File: src/rtl/regfile_pkg.sv
// rtl/regfile_pkg.sv - shared constants, clear FSM states and write-port priority helper
package regfile_pkg;

  localparam int DEF_XLEN = 32;
  localparam int DEF_NREG = 32;
  localparam int MAX_NW   = 4;

  typedef enum logic {
    IDLE  = 1'b0,
    SWEEP = 1'b1
  } clr_state_e;

  typedef struct packed {
    logic       hit;
    logic [1:0] idx;
  } wp_match_t;

  // Later ports overwrite earlier ones, so the highest matching index wins.
  function automatic wp_match_t hi_match(input logic [MAX_NW-1:0] hits);
    wp_match_t m;
    m = '0;
    for (int k = 0; k < MAX_NW; k++) begin
      if (hits[k]) begin
        m.hit = 1'b1;
        m.idx = 2'(k);
      end
    end
    return m;
  endfunction

endpackage

File: src/rtl/regfile_scoreboard.sv
// rtl/regfile_scoreboard.sv - per-register busy bits for pipeline hazard tracking
module regfile_scoreboard
  import regfile_pkg::*;
#(
  parameter int NREG    = DEF_NREG,
  parameter int NW      = 1,
  parameter int ZERO_R0 = 1,
  parameter int AW      = $clog2(NREG)
) (
  input  logic             clk_i,
  input  logic             rst_ni,
  input  logic             issue_en_i,
  input  logic [AW-1:0]    issue_a_i,
  input  logic [NW-1:0]    commit_i,
  input  logic [NW*AW-1:0] commit_a_i,
  input  logic             sweep_i,
  input  logic [AW-1:0]    sweep_a_i,
  output logic [NREG-1:0]  busy_o
);

  logic [NREG-1:0] busy_q, busy_d;

  // Issue is applied after writeback clears so a same-cycle new producer keeps the bit set.
  always_comb begin
    busy_d = busy_q;
    if (sweep_i) begin
      busy_d[sweep_a_i] = 1'b0;
    end else begin
      for (int k = 0; k < NW; k++) begin
        if (commit_i[k]) busy_d[commit_a_i[k*AW +: AW]] = 1'b0;
      end
      if (issue_en_i) busy_d[issue_a_i] = 1'b1;
    end
    if (ZERO_R0 != 0) busy_d[0] = 1'b0;
  end

  always_ff @(posedge clk_i or negedge rst_ni) begin
    if (!rst_ni) busy_q <= '0;
    else         busy_q <= busy_d;
  end

  assign busy_o = busy_q;

endmodule

File: src/rtl/regfile_mp.sv
// rtl/regfile_mp.sv - multi-port register file with bypass, busy scoreboard and clear sweep
module regfile_mp
  import regfile_pkg::*;
#(
  parameter int  XLEN    = DEF_XLEN,
  parameter int  NREG    = DEF_NREG,
  parameter int  NR      = 2,
  parameter int  NW      = 1,
  parameter int  BYPASS  = 1,
  parameter int  ZERO_R0 = 1,
  localparam int AW      = $clog2(NREG)
) (
  input  logic               CLK,
  input  logic               RST_N,
  input  logic [NR*AW-1:0]   RA,
  output logic [NR*XLEN-1:0] RD,
  input  logic [NW-1:0]      WE,
  input  logic [NW*AW-1:0]   WA,
  input  logic [NW*XLEN-1:0] WD,
  input  logic               ISSUE_EN,
  input  logic [AW-1:0]      ISSUE_A,
  output logic [NREG-1:0]    BUSY,
  input  logic               CLR_REQ,
  output logic               CLR_BUSY
);

  clr_state_e        state_q, state_d;
  logic [AW-1:0]     cnt_q, cnt_d;
  logic              sweep;
  logic [NW-1:0]     commit;
  logic [XLEN-1:0]   mem_q [NREG];

  assign sweep    = (state_q == SWEEP);
  assign CLR_BUSY = sweep;

  always_comb begin
    state_d = state_q;
    cnt_d   = cnt_q;
    case (state_q)
      IDLE: begin
        if (CLR_REQ) begin
          state_d = SWEEP;
          cnt_d   = '0;
        end
      end
      SWEEP: begin
        cnt_d = cnt_q + 1'b1;
        if (cnt_q == AW'(NREG - 1)) state_d = IDLE;
      end
      default: state_d = IDLE;
    endcase
  end

  always_ff @(posedge CLK or negedge RST_N) begin
    if (!RST_N) begin
      state_q <= IDLE;
      cnt_q   <= '0;
    end else begin
      state_q <= state_d;
      cnt_q   <= cnt_d;
    end
  end

  // A write only counts when it will actually land in the array.
  always_comb begin
    commit = '0;
    for (int k = 0; k < NW; k++) begin
      commit[k] = WE[k] && !sweep && !((ZERO_R0 != 0) && (WA[k*AW +: AW] == '0));
    end
  end

  always_ff @(posedge CLK or negedge RST_N) begin
    if (!RST_N) begin
      for (int i = 0; i < NREG; i++) mem_q[i] <= '0;
    end else if (sweep) begin
      mem_q[cnt_q] <= '0;
    end else begin
      for (int k = 0; k < NW; k++) begin
        if (commit[k]) mem_q[WA[k*AW +: AW]] <= WD[k*XLEN +: XLEN];
      end
    end
  end

  for (genvar i = 0; i < NR; i++) begin : g_rd
    logic [AW-1:0]     ra;
    logic [MAX_NW-1:0] hits;
    wp_match_t         m;
    logic [XLEN-1:0]   byp;
    logic [XLEN-1:0]   rd;

    assign ra = RA[i*AW +: AW];

    always_comb begin
      hits = '0;
      for (int k = 0; k < NW; k++) hits[k] = commit[k] && (WA[k*AW +: AW] == ra);
      m   = hi_match(hits);
      byp = '0;
      for (int k = 0; k < NW; k++) begin
        if (2'(k) == m.idx) byp = WD[k*XLEN +: XLEN];
      end
      if ((ZERO_R0 != 0) && (ra == '0)) rd = '0;
      else if ((BYPASS != 0) && m.hit)  rd = byp;
      else                              rd = mem_q[ra];
    end

    assign RD[i*XLEN +: XLEN] = rd;
  end

  regfile_scoreboard #(
    .NREG    (NREG),
    .NW      (NW),
    .ZERO_R0 (ZERO_R0),
    .AW      (AW)
  ) u_scoreboard (
    .clk_i      (CLK),
    .rst_ni     (RST_N),
    .issue_en_i (ISSUE_EN),
    .issue_a_i  (ISSUE_A),
    .commit_i   (commit),
    .commit_a_i (WA),
    .sweep_i    (sweep),
    .sweep_a_i  (cnt_q),
    .busy_o     (BUSY)
  );

endmodule

File: config.mk
export PLATFORM = sky130hd
export DESIGN_NAME = regfile_mp
export DESIGN_NICKNAME = d
export VERILOG_FILES = /design/src/rtl/regfile_pkg.sv /design/src/rtl/regfile_scoreboard.sv /design/src/rtl/regfile_mp.sv
export SDC_FILE = /design/constraint.sdc
export NUM_CORES = 2
export LEC_CHECK = 0
export CORE_AREA = 2 2 449 451
export DETAILED_ROUTE_END_ITERATION = 8
export DIE_AREA = 0 0 451 453
export PLACE_DENSITY = 0.51
export SETUP_SLACK_MARGIN = 0.2
export SYNTH_ARGS = -nofsm -noshare
export SYNTH_HDL_FRONTEND = slang
export SYNTH_SLANG_ARGS = --single-unit
File: constraint.sdc
create_clock -name CLK -period 6.6 [get_ports CLK]
set_clock_uncertainty 0.05 [all_clocks]
set_input_delay 1.32 -clock CLK [delete_from_list [all_inputs] [get_ports CLK]]
set_output_delay 1.32 -clock CLK [all_outputs]
set_load 0.01 [all_outputs]
## Word-level counts from Yosys, hierarchy flattened

Index checks and enable logic that the tools add are counted.

| word-level totals | value |
|---|---|
| word-level logic and storage cells | 117 |
| bits of input ports | 57 |
| register bits after elaboration | 1061 |

| operators by class | value |
|---|---|
| $add $sub $neg | 1 |
| reductions and logical operators | 17 |
| mux-type cells | 36 |
| bitwise gates (word level) | 12 |
| equal/unequal tests | 4 |
| magnitude comparators | 12 |

Operators with widths:

| cell | count |
|---|---|
| 2-to-1 mux 1024 bit | 2 |
| AND 1024 bit | 1 |
| bitwise mux 1024 bit | 1 |
| inverter 1024 bit | 1 |
| 2-to-1 mux 32 bit | 16 |
| binary-select mux 32 bit (select 5 bit) | 2 |
| demux 32 bit (select 5 bit) | 2 |
| AND 32 bit | 2 |
| inverter 32 bit | 2 |
| bitwise OR 32 bit | 1 |
| greater-or-equal comparator 6 bit (second input constant) | 4 |
| inverter 5 -> 6 bit | 4 |
| < comparator 5 x 6 -> 1 bit (second input constant) | 3 |
| demux 1 bit (select 5 bit) | 3 |
| greater-or-equal comparator 5 x 1 -> 1 bit (second input constant) | 3 |
| zero test 5 bit | 3 |
| < comparator 6 x 1 -> 1 bit (second input constant) | 2 |
| == test 5 bit | 2 |
| one-hot mux 5 bit (2 select lines) | 1 |
| logical AND 1 bit | 9 |
| 2-to-1 mux 3 bit | 2 |
| adder 5 x 1 -> 5 bit (second input constant) | 1 |
| == test 5 bit (second input constant) | 1 |
| 2-to-1 mux 1 bit | 5 |
| 7 further kinds | 9 |

## Logic depth before layout (Yosys ltp)

| logic depth | value |
|---|---|
| depth in word-level cells | 11 |
| depth in mapped cells | 11 |
| mapped depth without buffers | 6 |

## By module

From an unflattened synthesis, not the netlist that was laid out.

| second synthesis, totals | value |
|---|---|
| cell total of the unflattened synthesis | 4311 |
| area, all modules | 56465.4 sq um |

By module, submodules not included:

| module | cells each | instances | sequential area each (sq um) | area an instance (sq um) |
|---|---|---|---|---|
| regfile_mp | 4106 | 1 | 25774.7 | 54647.4 |
| regfile_scoreboard | 205 | 1 | 775.7 | 1818.0 |

## Least setup slack after synthesis

Ideal clock, no wire load.

| timing | value |
|---|---|
| path kind | input to output |
| start point | input WA[2] |
| end point | output RD[63] |
| arrival time | 2958 ps |
| buffers on the path | 3 |
| setup slack | 2272 ps |
| stages | 9 |
| cell sequence | buf_4 -> or3_4 -> o311a_1 -> and4_4 -> buf_6 -> nor3_4 -> buf_6 -> o211ai_2 -> o211ai_1 |

| on the way | value |
|---|---|
| longest elaborated chain between the ends | 7 |

RTL lines:

| element | line | text |
|---|---|---|
| start, declared | regfile_mp.sv:18 | `input logic [NW*AW-1:0] WA,` |
| zero test 5 bit | regfile_mp.sv:68 | `commit[k] = WE[k] && !sweep && !((ZERO_R0 != 0) && (WA[k*AW +: AW] == '0));` |
| zero test 1 bit | regfile_mp.sv:68 |  |
| logical AND 1 bit | regfile_mp.sv:68 |  |
| logical AND 1 bit * | regfile_mp.sv:95 | `for (int k = 0; k < NW; k++) hits[k] = commit[k] && (WA[k*AW +: AW] == ra);` |
| 2-to-1 mux 3 bit * | regfile_pkg.sv:23 | `if (hits[k]) begin` |
| 2-to-1 mux 32 bit * | regfile_mp.sv:102 | `else if ((BYPASS != 0) && m.hit) rd = byp;` |
| 2-to-1 mux 32 bit * | regfile_mp.sv:101 | `if ((ZERO_R0 != 0) && (ra == '0)) rd = '0;` |
| end, declared | regfile_mp.sv:16 | `output logic [NR*XLEN-1:0] RD,` |

Every way passes the cells marked *; elsewhere a longest branch is shown, timed or not.

## Worst setup path in the final report

| timing | value |
|---|---|
| start point | input RA[4] |
| end point | output RD[29] |

| on the way | value |
|---|---|
| longest elaborated chain between the ends | 6 |

RTL lines:

| element | line | text |
|---|---|---|
| start, declared | regfile_mp.sv:15 | `input logic [NR*AW-1:0] RA,` |
| inverter 5 -> 6 bit (implied by the code) | regfile_mp.sv:103 | `else rd = mem_q[ra];` |
| binary-select mux 32 bit (select 5 bit) | regfile_mp.sv:103 |  |
| 2-to-1 mux 32 bit (implied by the code) (2 in a row) | regfile_mp.sv:103 |  |
| 2-to-1 mux 32 bit | regfile_mp.sv:102 |  |
| 2-to-1 mux 32 bit * | regfile_mp.sv:101 |  |

Every way passes the cells marked *; elsewhere a longest branch is shown, timed or not. The select of a mux whose other input is x is not followed.

==> results by group <==
Hold path
  – Hold wc startpoint: u_scoreboard.busy_o[8]
  – HP Class: register to register
  – Hold Crit Depth: 1
  – Worst Hold End: u_scoreboard.busy_o[8]

Detailed routing
  – Routed vias: 45470
  – TritonRoute pass-1 iters: 6
  – Final wirelength: 271400 um
  – Initial drt markers: 5824
  – Post-DRT Antenna Nets: 0
  – Vias per cell: 6.433
  – Wirelength per Cell: 38.39 um
  – DRC violations left: 0

Worst setup path
  – Crit Path Max Fanout: 22
  – CP Data Required Time: 5230 ps
  – Worst r2r src: cnt_q[0]
  – Delay-heaviest family, CP: simple AND/OR/NAND/NOR gates
  – CP Capture Type: output port
  – CP peak stage delay: 1150 ps
  – Worst reg2reg path depth: 6
  – Cell-by-cell trace of the critical path: buf_2 -> and3b_2 -> buf_4 -> a22oi_1 -> o211ai_1 -> o22ai_1 -> o22ai_1 -> nor2_1 -> buf_4 -> clkdlybuf4s50_1
  – FF-to-FF End: mem_q[412]
  – Crit-path slowest cell: and3b_2
  – Setup crit start kind: input port
  – Crit path DAT: about 4900 ps
  – Buf+Inv Stages, Crit Path: 4
  – Critical path type: input port to output port
  – Worst R2R Setup Slack: roughly 2800 ps

Clock tree
  – Hold buffers post-CTS: 0
  – CTS tree: yes
  – Clk root buf: clkbuf_16
  – # clock sinks: 1061
  – H-tree depth: 3
  – Cts repair resizes: 0
  – Post-CTS setup buffers: 0
  – CTS buffer count: 118
  – Clock latency at the later pin of the worst-skew pair: roughly 780 ps
  – CTS max path bufs: 3
  – Worst-path clk slew: 60 ps

Floorplanning
  – Initial core utilization: 0.2789
  – Area of the core: 199200 sq um
  – Die width: 451 um
  – Die Y: 453 um
  – Row count: approximately 160
  – I/O pin cnt: 154
  – DIE AREA: slightly above 200000 sq um

Layout
  – Fraction of layout cells with a size suffix above 1: 0.2187
  – Layout area overhead: 17.34%
  – Fin util: 0.3273
  – Final Instance Count excl. Fillers: 7069
  – NumNets Final: 4366

Outcome
  – Failing checks: capacitance limit
  – Status: finished, violations left

Timing
  – Slew @ Worst Pin: 1489 ps
  – RSZ-0062 raised after global routing: false
  – Setup Viol. Count Final: 0
  – Tcrit/Tclk final: 0.9486
  – Setup TNS: 0 ps
  – Max frequency: 159.7 MHz
  – Final worst path period need: 6261 ps
  – Hold Worst Slack: 456.8 ps
  – Slew Viols, Final: 0
  – Final Hold Vio Count: 0
  – Slew Limit Headroom: 0.007061

Synthesis
  – Syn. warnings: 0
  – Leading area contributor after synthesis: dfrtp_1
  – Ys flop type: dfrtp_1
  – Top-count cell post-synth: dfrtp_1
  – Synth Net Count: 4370
  – Synthesized instance count: 4308
  – Commonest cells in the netlist: dfrtp_1 (1061), a22o_1 (1034), clkbuf_1 (383)
  – Post-synth top area share: 0.4777
  – Sequential area share after synthesis: 0.4777
  – Synthesized area per cell: between 10 and 15 sq um
  – Seq cells post-synth: 1061
  – Top cells by area, synth: dfrtp_1 (48%), a22o_1 (16%), mux4_2 (14%)
  – Post-synth ARST share: 1.000
  – Mapped cell area: 55580 sq um
  – Post-synth EDFFs: 0
  – Synth cell types: 75

Run
  – Max-Cap Viols: 1

Placed design
  – RePlAce Congestion: ~0.88
  – Cell total after placement: between 6000 and 7000
  – Hpwl dp: 159900 um
  – Buffers on Ports: 152

Power and ir drop
  – Peak supply drop: 0.2228 mV
  – Cell Pwr Density: 287.5 nW/um^2
  – P_int: 12.73 mW
  – Clk network pwr share: 0.387
  – Register share of total power: 0.407
  – Combinational power share: 0.206
  – Sw power: 6.014 mW
  – Leakage: 28.42 nW
  – Sw frac: 0.3208

Global routing
  – Vias in the first global route: around 45000
  – GR Util All Layers: 0.2593
  – Antenna violations before repair: 9
  – First-pass GRT wire length: 376600 um
  – Grt ovf: 0
  – Largest net degree at the start of global routing: 165
layout by cell type, fill, tap and decap left out, drive strengths merged, types with 11 or more instances in the layout:
master and count:
a2111oi 12, clkdlybuf4s50 141, mux4 337, a31oi 11
dfrtp 1061, nor2 114, a22oi 66, and2 41
a221o 22, o211ai 18, nor3 54, a21oi 65
a221oi 76, inv 15, nand2b 16, clkbuf 162
bufinv 16, mux2 34, and3 17, clkinv 35
mux2i 351, nand3 26, a22o 1034, o22a 12
o21ai 82, nor2b 13, o22ai 48, a211oi 23
buf 290, nand2 87
sequential cells by signal, summed over array words and instances, names as in the netlist:
signal and flops:
CLR_BUSY 1, cnt_q 5, mem_q 1024, u_scoreboard.busy_o 31
final cells by class:
class                      count  area (sq um)
antenna                        9         22.52
multi-input combinational   2679         27010
timing repair buffer         433          4083
clock inverter                60         832.0
clock buffer                 160          3351
sequential                  1061         26550
inverter                      11         41.29
fill                       19580        134000
tap                         2656          3323
power groups by stage:
stage                     Combinational (mW)  Clock, mW  Sequential [mW]
after CTS                               3.80       7.30             7.60
after global placement                  3.77          0             7.70
after floorplan                         2.03          0             7.54
after global routing                    3.98       7.57             7.69
final                                   3.87       7.25             7.62
after detailed placement                3.79          0             7.70
routing by layer:
metal  routed length (um)  global-route usage  share of wire
met1               103300              0.3336           0.38
met2               119900              0.3916           0.44
met3                27740             0.05885           0.10
met4                20400              0.1694          0.075
met5                   13                   0       0.000048
logic make-up (layout without fill, tap and decap cells):
kind of cell	count (synthesis)	count (layout)	share of synthesized area
flops	1061	1061	0.4777
simple gates	404	404	0.03582
compound gates	1535	1535	0.2281
xor+xnor	12	12	0.001891
buf+inv	568	664	0.04861
fa+ha+maj	5	5	0.001126
other cells	1	10	0.00006748
mux	722	722	0.2067
how the worst max path moves through the flow:
stage,startpoint,to,slack (ps),cells after the start
floorplan,WA[2],RD[63],2270,9
global placement,RA[0],RD[9],270,8
detailed placement,RA[0],RD[9],280,8
CTS,RA[0],RD[9],290,8
global route,WE,RD[29],250,10
finish,RA[4],RD[29],340,10
metrics by stage:
stage                     power [mW]  worst slack (ps)  instance area (sq um)
final                          18.75             339.5                  65210
after global routing           19.24             252.0                  65190
after CTS                      18.71             290.5                  65180
after detailed placement       11.49             284.6                  61000
after global placement         11.46             271.1                  61000
after floorplan                9.577              2272                  55580
Power figures use the tool's default switching activity.
